<file path="src/rtl/player_collision_sequencer_if.sv">
// player_collision_sequencer_if: tick/restart, playfield read port and status bundle for the player-1 collision sequencer.
interface player_collision_sequencer_if #(
    parameter int DATAWIDTH = 8,
    parameter int ROWADDR_W = 3,
    parameter int LIVES_W   = 2
);
    logic                 PCS_frame_tick;
    logic                 PCS_restart;
    logic [DATAWIDTH-1:0] PCS_pos_jug1;
    logic [DATAWIDTH-1:0] PCS_row_data;
    logic                 PCS_row_rd_en;
    logic [ROWADDR_W-1:0] PCS_row_addr;
    logic                 PCS_busy;
    logic                 PCS_done;
    logic                 PCS_hit;
    logic [LIVES_W-1:0]   PCS_lives;
    logic                 PCS_game_over;
    logic                 PCS_overrun;

    modport master (
        output PCS_frame_tick, PCS_restart, PCS_pos_jug1, PCS_row_data,
        input  PCS_row_rd_en, PCS_row_addr, PCS_busy, PCS_done, PCS_hit,
               PCS_lives, PCS_game_over, PCS_overrun
    );

    modport slave (
        input  PCS_frame_tick, PCS_restart, PCS_pos_jug1, PCS_row_data,
        output PCS_row_rd_en, PCS_row_addr, PCS_busy, PCS_done, PCS_hit,
               PCS_lives, PCS_game_over, PCS_overrun
    );
endinterface

</file>
<file path="src/rtl/player_collision_sequencer.sv">
// player_collision_sequencer: per-frame player-1 collision check, lives and game-over tracking.
// Optional post-hit invulnerability window enabled by defining PCS_GRACE_EN.
module player_collision_sequencer #(
    parameter int DATAWIDTH  = 8,
    parameter int ROWADDR_W  = 3,
    parameter int PLAYER_ROW = 0,
    parameter int LIVES_INIT = 3,
    parameter int LIVES_W    = 2
`ifdef PCS_GRACE_EN
    , parameter int GRACE_FRAMES = 4
`endif
) (
    input logic PCS_CLOCK_50,
    input logic PCS_RESET_InHigh,
    player_collision_sequencer_if.slave pcs
);
    typedef enum logic [2:0] {IDLE, READ, WAIT, CMP, OVER} stateType;

    stateType             state, stateNext;
    logic [DATAWIDTH-1:0] rowLatch;
    logic [LIVES_W-1:0]   lives;
    logic                 overrun, busy, collision, loseLife;
`ifdef PCS_GRACE_EN
    localparam int GRACE_W = $clog2(GRACE_FRAMES + 1);
    logic [GRACE_W-1:0] graceCnt;
`endif

    assign busy      = state inside {READ, WAIT, CMP};
    assign collision = |(rowLatch & pcs.PCS_pos_jug1);

    always_comb begin
`ifdef PCS_GRACE_EN
        loseLife = collision && graceCnt == '0 && lives != '0;
`else
        loseLife = collision && lives != '0;
`endif
        stateNext = state;
        case (state)
            IDLE:    stateNext = pcs.PCS_frame_tick ? READ : IDLE;
            READ:    stateNext = WAIT;
            WAIT:    stateNext = CMP;
            CMP:     stateNext = (loseLife && lives == LIVES_W'(1)) ? OVER : IDLE;
            default: stateNext = state;
        endcase
        if (pcs.PCS_restart) stateNext = IDLE;
    end

    assign pcs.PCS_row_rd_en = state == READ;
    assign pcs.PCS_row_addr  = state == READ ? ROWADDR_W'(PLAYER_ROW) : '0;
    assign pcs.PCS_busy      = busy;
    // Restart aborts a check even in its final cycle, so done is gated here.
    assign pcs.PCS_done      = state == CMP && !pcs.PCS_restart;
    assign pcs.PCS_hit       = pcs.PCS_done && loseLife;
    assign pcs.PCS_lives     = lives;
    assign pcs.PCS_game_over = state == OVER;
    assign pcs.PCS_overrun   = overrun;

    always_ff @(posedge PCS_CLOCK_50) begin
        if (PCS_RESET_InHigh) begin
            state    <= IDLE;
            rowLatch <= '0;
            lives    <= LIVES_W'(LIVES_INIT);
            overrun  <= 1'b0;
`ifdef PCS_GRACE_EN
            graceCnt <= '0;
`endif
        end else begin
            state <= stateNext;
            if (state == WAIT) rowLatch <= pcs.PCS_row_data;
            if (pcs.PCS_restart) begin
                lives   <= LIVES_W'(LIVES_INIT);
                overrun <= 1'b0;
`ifdef PCS_GRACE_EN
                graceCnt <= '0;
`endif
            end else begin
                if (pcs.PCS_hit) lives <= lives - LIVES_W'(1);
                if (busy && pcs.PCS_frame_tick) overrun <= 1'b1;
`ifdef PCS_GRACE_EN
                if (pcs.PCS_hit) graceCnt <= GRACE_W'(GRACE_FRAMES);
                else if (pcs.PCS_done && graceCnt != '0) graceCnt <= graceCnt - GRACE_W'(1);
`endif
            end
        end
    end
endmodule

</file>
<file path="src/flat_wrapper.sv">
// flat-port wrapper written by rule: the top's interface ports become plain ports
module player_collision_sequencer_flat 
#(
    parameter int DATAWIDTH  = 8,
    parameter int ROWADDR_W  = 3,
    parameter int PLAYER_ROW = 0,
    parameter int LIVES_INIT = 3,
    parameter int LIVES_W    = 2

)
  (PCS_CLOCK_50, PCS_RESET_InHigh, pcs_PCS_frame_tick, pcs_PCS_restart, pcs_PCS_pos_jug1, pcs_PCS_row_data, pcs_PCS_row_rd_en, pcs_PCS_row_addr, pcs_PCS_busy, pcs_PCS_done, pcs_PCS_hit, pcs_PCS_lives, pcs_PCS_game_over, pcs_PCS_overrun);
  player_collision_sequencer_if #(.DATAWIDTH(DATAWIDTH), .ROWADDR_W(ROWADDR_W), .LIVES_W(LIVES_W)) pcs_i ();
  input logic PCS_CLOCK_50;
  input logic PCS_RESET_InHigh;
  input wire logic [$bits(pcs_i.PCS_frame_tick)-1:0] pcs_PCS_frame_tick;
  input wire logic [$bits(pcs_i.PCS_restart)-1:0] pcs_PCS_restart;
  input wire logic [$bits(pcs_i.PCS_pos_jug1)-1:0] pcs_PCS_pos_jug1;
  input wire logic [$bits(pcs_i.PCS_row_data)-1:0] pcs_PCS_row_data;
  output wire logic [$bits(pcs_i.PCS_row_rd_en)-1:0] pcs_PCS_row_rd_en;
  output wire logic [$bits(pcs_i.PCS_row_addr)-1:0] pcs_PCS_row_addr;
  output wire logic [$bits(pcs_i.PCS_busy)-1:0] pcs_PCS_busy;
  output wire logic [$bits(pcs_i.PCS_done)-1:0] pcs_PCS_done;
  output wire logic [$bits(pcs_i.PCS_hit)-1:0] pcs_PCS_hit;
  output wire logic [$bits(pcs_i.PCS_lives)-1:0] pcs_PCS_lives;
  output wire logic [$bits(pcs_i.PCS_game_over)-1:0] pcs_PCS_game_over;
  output wire logic [$bits(pcs_i.PCS_overrun)-1:0] pcs_PCS_overrun;
  assign pcs_i.PCS_frame_tick = pcs_PCS_frame_tick;
  assign pcs_i.PCS_restart = pcs_PCS_restart;
  assign pcs_i.PCS_pos_jug1 = pcs_PCS_pos_jug1;
  assign pcs_i.PCS_row_data = pcs_PCS_row_data;
  assign pcs_PCS_row_rd_en = pcs_i.PCS_row_rd_en;
  assign pcs_PCS_row_addr = pcs_i.PCS_row_addr;
  assign pcs_PCS_busy = pcs_i.PCS_busy;
  assign pcs_PCS_done = pcs_i.PCS_done;
  assign pcs_PCS_hit = pcs_i.PCS_hit;
  assign pcs_PCS_lives = pcs_i.PCS_lives;
  assign pcs_PCS_game_over = pcs_i.PCS_game_over;
  assign pcs_PCS_overrun = pcs_i.PCS_overrun;
  player_collision_sequencer #(.DATAWIDTH(DATAWIDTH), .ROWADDR_W(ROWADDR_W), .PLAYER_ROW(PLAYER_ROW), .LIVES_INIT(LIVES_INIT), .LIVES_W(LIVES_W)) u_core (.PCS_CLOCK_50(PCS_CLOCK_50), .PCS_RESET_InHigh(PCS_RESET_InHigh), .pcs(pcs_i));
endmodule
</file>
<file path="config.mk">
export PLATFORM = sky130hd
export DESIGN_NAME = player_collision_sequencer_flat
export DESIGN_NICKNAME = d
export VERILOG_FILES = /design/src/rtl/player_collision_sequencer_if.sv /design/src/rtl/player_collision_sequencer.sv /design/src/flat_wrapper.sv
export SDC_FILE = /design/constraint.sdc
export NUM_CORES = 1
export LEC_CHECK = 0
export BUFFER_PORTS_ARGS = -buffer_cell sky130_fd_sc_hd__buf_4
export CORE_MARGIN = 1
export CORE_UTILIZATION = 40
export DETAILED_ROUTE_END_ITERATION = 7
export PLACE_DENSITY = 0.82
export SYNTH_ARGS = -nofsm -noshare
export SYNTH_HDL_FRONTEND = slang
export SYNTH_SLANG_ARGS = --single-unit
</file>
<file path="constraint.sdc">
create_clock -name PCS_CLOCK_50 -period 1.3 [get_ports PCS_CLOCK_50]
set_input_delay 0.195 -clock PCS_CLOCK_50 [delete_from_list [all_inputs] [get_ports PCS_CLOCK_50]]
set_output_delay 0.195 -clock PCS_CLOCK_50 [all_outputs]
set_load 0.05 [all_outputs]
</file>
==> out/qor.yml, run 1 <==
outcome: "finished with violations"
violations: "negative setup slack"
die_h_um: 43.2
placed_area_sq_um: 985
period_needed_ns: 1.67
startpoint_type: "flip-flop"
grt_use_total_pct: 22.2
drive_gt1_share_pct: 63.6
drtIter0Drc: 9
top_level_ports: 31
power_uw: 939
numCtsBuffers: 3
cts_tree: "built"
max_freq_mhz: 599
num_vias: 711
cp-end-kind: "output port"
clock_latency_ns: 0.30
rsz0062_at_grt: "true"
peakVddDrop_mv: 0.734
hold_buffers: 0
syn_area_per_cell_sq_um: 9.31
initial_core_util_pct: 44.1
ant_nets: 0
cts_max_level: 1
core_sq_um: 1540
synth_area_leader_cell: "dfxtp_1"
finalNonFillerCells: 134
syn2layout_area_growth_pct: 76.2
diodes: 0
grt_pass1_vias: 695
path_clk_slew_ns: 0.09
synth-compound-area-share_pct: 9.76
yosysTopAreaCellShare_pct: 41.3
synth_top_family_by_area: "simple AND/OR/NAND/NOR gates"
arrival_ns: 1.47
clock_tree.buffer_depth: 2
crit_type: "reg -> out"
grt_pass1_wl_mm: 3.08
p_per_area_nw_per_um2: 784
p_leak_uw: 0.000510
fp-row-count: 14
drv_cap: 0
critPathMaxFanout: 2
synthMuxAreaShare_pct: 11.8
grt_antenna_before_repair: 0
max_stage_delay_ns: 0.33
hpwl_mm: 1.34
grt_max_degree: 15
crit_family: "simple AND/OR/NAND/NOR gates"
ys_seq_area_share_pct: 41.3
setup_viol: 5
synth-xor-area-share_pct: 1.29
final_hold_viol_count: 0
drc: 0
fin_crit_sh_pct: 128
yosys_warnings: 0
timing.critical_path.buf_inv: 1
nets: 141
grt-ovfl-total: 0
cts_root_buf: "clkbuf_4"
die_w_um: 43.2
skew_ns: 0.00183
place.gp.congestion: 0.738
crit_chain: "and4bb_4 > or2b_4 > nor2_4 > buf_8"
crit_slowest_cell: "dfxtp_2"
syn_inst: 73
setup_tns_ns: -0.684
hold_path.class: "in -> reg"
fill_cells: 109
yosys-top-cells-area: "dfxtp_1 (41%), mux2i_1 (12%), nor2_1 (6.6%)"
port_buffers: 27
synth_fa_ha_area_share_pct: 3.68
ys_ff_latch: 14
synth-simple-area-share_pct: 26.0
dp.cells: 125
synth_cell_type_count: 27
post-place-ws_ns: -0.105
clock_sink_count: 14
synthesis.area_sq_um: 679
via_per_inst: 5.31
wirelength_mm: 2.01
die_area_sq_um: 1870
fin_ws_ns: -0.369
postLayoutCellArea_sq_um: 1200
dr.pass1.iters: 4
required_ns: 1.11
drt-wirelength-per-cell_um: 15.0
timing_max_transition_violations_final: 0
==> synth_stat cells (all sizes together) <==
cell	count
a31oi	1
nand3	2
clkbuf	1
nor3	5
nor3b	1
nor2	13
xnor2	1
or2b	1
a22oi	4
and4bb	1
and4b	1
mux2i	8
and4	1
ha	2
a21oi	3
inv	2
and2	1
dfxtp	14
nand4	1
buf	4
nor2b	3
a2111oi	1
o21ai	1
conb	1
==> cell families (layout without fill, tap and decap cells) <==
family	count (synthesis)	in the layout
other	1	3
muxes	8	8
xor gates and xnor gates	1	1
buffers and inverters	7	50
adders and majority gates	2	2
DFF	14	14
AOI/OAI and AO/OA	10	10
and+or+nand+nor	30	30
==> what timing repair did <==
| action | CTS | global route |
|---|---|---|
| buffers inserted | 4 | 3 |
| endpoints found under the setup margin | 12 | 16 |
| pin swaps | 3 | 7 |
| resized for setup | 23 | 17 |
==> placed cells by master (no fill, tap or decap), types with 3 or more instances in the layout <==
cell type / count
buf_8: 3
clkbuf_4: 3
buf_4: 35
a22oi_2: 4
nor2_4: 3
conb_1: 3
mux2i_1: 7
dfxtp_1: 9
nor3_1: 4
nor2_1: 10
buf_6: 6
dfxtp_2: 3
nor2b_4: 3
==> report_power, final <==
group / internal [uW] / switching, uW
Clock: 171 / 161
Sequential: 432 / 5.03
Combinational: 81.1 / 88.2
Total: 684 / 255
==> through the flow <==
stage,hold slack [ns],utilization [%]
floorplan,0.264,-
global placement,0.428,63.9
detailed placement,0.445,63.9
CTS,0.144,73.5
global route,0.151,77.7
finish,0.138,77.7
==> registers in the layout, indices dropped and copies added, names as in the netlist <==
name                    cells
u_core.pcs.PCS_lives        2
u_core.pcs.PCS_overrun      1
u_core.rowLatch             8
u_core.state                3
==> layer usage <==
layer,track usage [%],wire length (um),share of wire (%)
met1,24.7,760,38
met2,41.5,1100,55
met3,7.66,107,5.3
met4,1.82,36,1.8
met5,0,0,0
==> final timing paths <==
check	start	end	slack [ns]	cells after the start
max	u_core.state[2]$_SDFFE_PP0P_	pcs_PCS_hit	-0.37	4
min	pcs_PCS_row_data[6]	u_core.rowLatch[6]$_SDFFE_PP0P_	0.14	3
max reg2reg	u_core.state[2]$_SDFFE_PP0P_	u_core.pcs.PCS_lives[0]$_SDFFE_PP1P_	-0.04	5
min reg2reg	u_core.pcs.PCS_overrun$_SDFFE_PP0P_	u_core.pcs.PCS_overrun$_SDFFE_PP0P_	0.52	2
==> area by class of cell <==
cell class                      count  area (sq um)  area share, %
Clock buffer                        4          36.3           3.03
Inverter                            2          7.51          0.627
Multi-Input combinational cell     54           467           39.0
Sequential cell                    14           292           24.3
Tap cell                           16          20.0           1.67
Timing Repair Buffer               44           375           31.3
==> worst register-to-register path, delay by kind of cell (launching register included) <==
kind / cells / cell delay, ns
and+or+nand+nor: 3 / 0.65
buffers and inverters: 1 / 0.14
DFF: 1 / 0.33
AOI/OAI and AO/OA: 1 / 0.11
(Power assumes the default switching activity.)
==> run 2, diff against run 1 <==
- PLACE_DENSITY: 0.82 -> 0.83
- TNS_END_PERCENT: not set -> 30
==> run 2 against run 1 <==
- worst setup slack improved by 0.027 ns
- utilization fell by 2.8 points
- clock-buffer cell count did not move
- global-route usage fell by 2.0 points
- total power fell by 2.2%
- the run still ends with negative setup slack left
- die area did not move
- largest power group unchanged
- critical path type unchanged
- sequential share of layout area rose by 0.90 points
- hold slack improved by 0.0071 ns
- clock power fell by 5%
- register-to-register slack got worse by 0.02 ns
- cell count fell by 1.5%
- critical endpoint unchanged
- via count fell by 4.5%
==> out/qor.yml, run 2 (synthesized netlist as in run 1, its figures left out) <==
outcome: "finished with violations"
violations: "negative setup slack"
die_w_um: 43.2
num_vias: 679
cts_tree: "built"
grt_use_total_pct: 20.2
core_sq_um: 1540
grt_pass1_vias: 701
p_per_area_nw_per_um2: 795
arrival_ns: 1.45
fin_crit_sh_pct: 126
critPathMaxFanout: 2
grt_antenna_before_repair: 0
clock_tree.buffer_depth: 2
numCtsBuffers: 3
cts_max_level: 1
syn2layout_area_growth_pct: 70.0
port_buffers: 27
reg2reg_setup_slack_ns: -0.06
place.gp.congestion: 0.759
path_clk_slew_ns: 0.08
p_leak_uw: 0.000500
worstRegToRegCells: 6
cp-startpoint: "u_core.state[2]$_SDFFE_PP0P_"
dr.pass1.iters: 4
nets: 139
period_needed_ns: 1.64
final_hold_viol_count: 0
placed_area_sq_um: 985
hpwl_mm: 1.26
largest_reg_flops: 8
register_area_sq_um: 292
hold_path.class: "in -> reg"
startpoint_type: "flip-flop"
drive_gt1_share_pct: 56.9
die_area_sq_um: 1870
grt_max_degree: 15
clock_latency_ns: 0.28
drtIter0Drc: 3
via_per_inst: 5.14
skew_ns: 0.00396
diodes: 0
final_cell_mix: "buf_4 (34), nor2_1 (10), dfxtp_1 (9), mux2i_1 (8)"
max_freq_mhz: 609
fp-row-count: 14
setup_viol: 5
top_level_ports: 31
drc: 0
wirelength_mm: 1.74
timing_max_transition_violations_final: 0
ant_nets: 0
endpoint: "pcs_PCS_hit"
hold_buffers: 0
postLayoutCellArea_sq_um: 1150
rsz0062_at_grt: "true"
post-place-ws_ns: -0.0949
rr_endpoint: "u_core.pcs.PCS_lives[1]$_SDFFE_PP1P_"
peakVddDrop_mv: 0.681
cp-end-kind: "output port"
multi_input_area_sq_um: 443
reg2reg_from: "u_core.state[1]$_SDFFE_PP0P_"
regMostFlops: "u_core.rowLatch"
drt-wirelength-per-cell_um: 13.2
cts_root_buf: "clkbuf_4"
fill_cells: 119
die_h_um: 43.2
crit_type: "reg -> out"
clock_sink_count: 14
grt_pass1_wl_mm: 2.85
fin_hold_ws_ns: 0.145
drv_cap: 0
layout_commonest_cell: "buf_4"
power_uw: 918
grt-ovfl-total: 0
finalNonFillerCells: 132
dp.cells: 125
fin_ws_ns: -0.342
required_ns: 1.11
initial_core_util_pct: 44.1
-- run 2: changes by cell type in the layout (fill, tap and decap cells not counted), sizes merged --
cell	delta
buf	-2
-- run 2: final cells by class --
cell class | count | share of cell area, %
Multi-Input combinational cell | 54 | 38.4
Clock buffer | 4 | 3.14
Tap cell | 16 | 1.73
Inverter | 2 | 0.650
Sequential cell | 14 | 25.2
Timing Repair Buffer | 42 | 30.9
-- run 2: per-layer routing --
metal,wire [um],part of all wire (%),up-vias,track usage [%]
met2,916,53,24,39.1
li1,-,-,339,-
met5,0,0,-,0
met3,74,4.3,3,2.98
met1,728,42,313,21.4
met4,17,0.98,0,7.27
-- run 2: worst min path at each step --
stage | startpoint | end | slack (ns) | depth (start not counted)
2_1_floorplan | pcs_PCS_restart | u_core.state[2]$_SDFFE_PP0P_ | 0.26 | 1
3_3_place_gp | pcs_PCS_row_data[4] | u_core.rowLatch[4]$_SDFFE_PP0P_ | 0.43 | 3
3_5_place_dp | pcs_PCS_row_data[6] | u_core.rowLatch[6]$_SDFFE_PP0P_ | 0.44 | 3
4_1_cts | pcs_PCS_row_data[7] | u_core.rowLatch[7]$_SDFFE_PP0P_ | 0.15 | 3
5_1_grt | pcs_PCS_row_data[7] | u_core.rowLatch[7]$_SDFFE_PP0P_ | 0.14 | 3
6_report | pcs_PCS_row_data[6] | u_core.rowLatch[6]$_SDFFE_PP0P_ | 0.15 | 3
-- run 2: through the flow --
stage,TNS (ns),util (%)
2_1_floorplan,-1.17,-
3_3_place_gp,-0.117,63.9
3_5_place_dp,-0.168,63.9
4_1_cts,-0.482,71.8
5_1_grt,-0.932,74.9
6_report,-0.647,74.9
-- run 2: timing repair --
item,4_1_cts,5_1_grt
buffers inserted,1,3
pin swaps,5,3
cloned,0,0
setup endpoints to repair,8,15
gates resized for setup,22,7
-- run 2: critical path: stages, from the launching register on --
cell      delay, ns
dfxtp_2        0.33
and4bb_4       0.29
or2b_4         0.28
nor2_4         0.11
buf_6          0.17
-- run 2: report_power, final --
part           total [uW]  internal (uW)  switching [uW]
sequential            436            432            4.61
clock                 318            171             148
combinational         164           78.4            85.1
==> run 3, diff against run 2 <==
- ABC_AREA: not set -> 1
==> run 3 against run 2 <==
- the run still ends with negative setup slack left
- combinational power about the same
- utilization fell by 6.9 points
- clock skew fell by 0.0034 ns
- critical path type unchanged
- largest power group unchanged
==> out/qor.yml, run 3 <==
hold_path.class: "in -> reg"
via_per_inst: 4.95
rr_endpoint: "u_core.state[2]$_SDFFE_PP0P_"
synth.most_common_cell: "nor2_1"
reg2reg_setup_slack_ns: 0.10
cts_root_buf: "clkbuf_4"
clock_latency_ns: 0.28
syn_inst: 96
top_level_ports: 31
p_leak_uw: 0.000520
diodes: 0
reg2reg_from: "u_core.state[2]$_SDFFE_PP0P_"
wirelength_mm: 1.66
max_freq_mhz: 674
worstRegToRegCells: 6
grt_use_total_pct: 18.9
placed_area_sq_um: 935
synth_commonest_cells: "nor2_1 (21), nand2_1 (17), dfxtp_1 (14)"
violations: "negative setup slack"
fill_cells: 123
final_cell_mix: "buf_4 (30), nor2_1 (20), nand2_1 (16), o21ai_0 (9), dfxtp_1 (9)"
outcome: "finished with violations"
initial_core_util_pct: 43.8
syn2layout_area_growth_pct: 55.2
required_ns: 1.11
ys_async_sr_fraction_pct: 0
postLayoutCellArea_sq_um: 1050
ys_ff_latch: 14
hpwl_mm: 1.22
yosysTopAreaCellShare_pct: 41.5
fin_ws_ns: -0.184
hold_depth: 3
synth_ff_type: "dfxtp_1"
yosys-top-cells-area: "dfxtp_1 (41%), nor2_1 (12%), nand2_1 (9.4%)"
ys_seq_area_share_pct: 41.5
synth_area_leader_cell: "dfxtp_1"
final_hold_viol_count: 0
cts_max_level: 1
grt-ovfl-total: 0
timing_max_transition_violations_final: 0
port_buffers: 27
skew_ns: 0.000538
clock_sink_count: 14
arrival_ns: 1.29
cp-end-kind: "output port"
setup_viol: 5
grt_pass1_wl_mm: 2.64
multi_input_area_sq_um: 347
drive_gt1_share_pct: 43.7
register_area_sq_um: 287
peakVddDrop_mv: 0.462
startpoint_type: "flip-flop"
grt_pass1_vias: 642
die_w_um: 43.1
nets: 158
core_sq_um: 1540
p_per_area_nw_per_um2: 880
min-delay-start: "pcs_PCS_frame_tick"
fin_util_pct: 68.0
regMostFlops: "u_core.rowLatch"
period_needed_ns: 1.48
numCtsBuffers: 3
drtIter0Drc: 23
die_h_um: 43.1
rsz0062_at_grt: "true"
num_vias: 747
drt-wirelength-per-cell_um: 11.0
layout_commonest_cell: "buf_4"
critPathMaxFanout: 5
grt_antenna_before_repair: 0
drv_cap: 0
fin_crit_sh_pct: 114
syn_area_per_cell_sq_um: 7.04
dr.pass1.iters: 5
largest_reg_flops: 8
path_clk_slew_ns: 0.08
grt_max_degree: 10
ant_nets: 0
place.gp.congestion: 0.873
min_delay_worst_endpoint: "u_core.pcs.PCS_overrun$_SDFFE_PP0P_"
drc: 0
fp-row-count: 14
yosys_warnings: 0
synthesis.area_sq_um: 676
synth_cell_type_count: 19
cts_tree: "built"
die_area_sq_um: 1860
clock_tree.buffer_depth: 2
crit_type: "reg -> out"
synth-edff-count: 0
-- run 3: cell types whose count changed after synthesis, moves of 2 or more --
cell and delta:
nand2_2 +2, nand2_1 +17, nor3_1 -4, mux2i_1 -8
inv_1 +8, a22oi_1 -4, nor2b_1 -2, nor2_1 +9
o21ai_0 +8, inv_2 +3
-- run 3: layout make-up --
| type | instances | share of cell area [%] |
|---|---|---|
| flip-flops and latches | 14 | 27.3 |
| multi-input cells | 68 | 33.1 |
| well taps | 16 | 1.91 |
| inverters | 13 | 5.25 |
| clock buffers | 4 | 3.46 |
| repair buffers | 36 | 29.0 |
-- run 3: cells by family after synthesis --
kind of cell,share of synthesized area [%]
other,0.555
AND/OR/NAND/NOR,33.7
AO/OA/AOI/OAI,10.0
adder cells (fa/ha/maj),3.70
buffers and inverters,10.6
flip-flops,41.5
-- run 3: report_power, final --
group | leakage (uW) | switching, uW | internal [uW]
sequential | 0.000114 | 6.59 | 440
combinational | 0.000385 | 90.9 | 70.8
clock | 0.0000210 | 144 | 170
-- run 3: worst max path at each step --
stage / slack, ns / endpoint / from / cells past startpoint
2_1_floorplan: -0.34 / pcs_PCS_game_over / u_core.state[2]$_SDFFE_PP0P_ / 2
3_3_place_gp: 0.09 / pcs_PCS_hit / u_core.state[2]$_SDFFE_PP0P_ / 6
3_5_place_dp: 0.04 / pcs_PCS_hit / u_core.state[2]$_SDFFE_PP0P_ / 6
4_1_cts: -0.20 / pcs_PCS_hit / u_core.rowLatch[3]$_SDFFE_PP0P_ / 7
5_1_grt: -0.30 / pcs_PCS_hit / u_core.rowLatch[2]$_SDFFE_PP0P_ / 7
6_report: -0.18 / pcs_PCS_hit / u_core.state[0]$_SDFFE_PP0P_ / 5
-- run 3: stage by stage --
stage	hold slack (ns)	total power, uW	setup TNS, ns	worst slack [ns]	cells
floorplan	0.327	542	-1.35	-0.342	98
global placement	0.442	603	0	0.0945	144
detailed placement	0.456	606	0	0.0403	144
CTS	0.158	924	-0.467	-0.201	150
global route	0.158	969	-0.790	-0.301	151
finish	0.156	923	-0.424	-0.184	151
-- run 3: layer usage --
layer | vias to the layer above | share of wire (%) | track usage (%)
li1 | 377 | - | -
met1 | 341 | 42 | 21.7
met2 | 23 | 53 | 32.8
met3 | 6 | 2.2 | 2.55
met4 | 0 | 2.8 | 10.9
met5 | - | 0 | 0
-- run 3: worst max-delay path: stages, from the launching register on --
cell and delay, ns:
dfxtp_2 0.37, inv_4 0.06, nor3_4 0.21, nand3_2 0.13, clkinvlp_4 0.10, buf_8 0.13
-- run 3: repair_timing --
item                                   4_1_cts  5_1_grt
setup buffers                                2        1
setup endpoints to repair                    5        5
pin swaps                                    4        3
hold buffers                                 0        0
resized for setup                           13        6
endpoints found under the hold margin        0        0
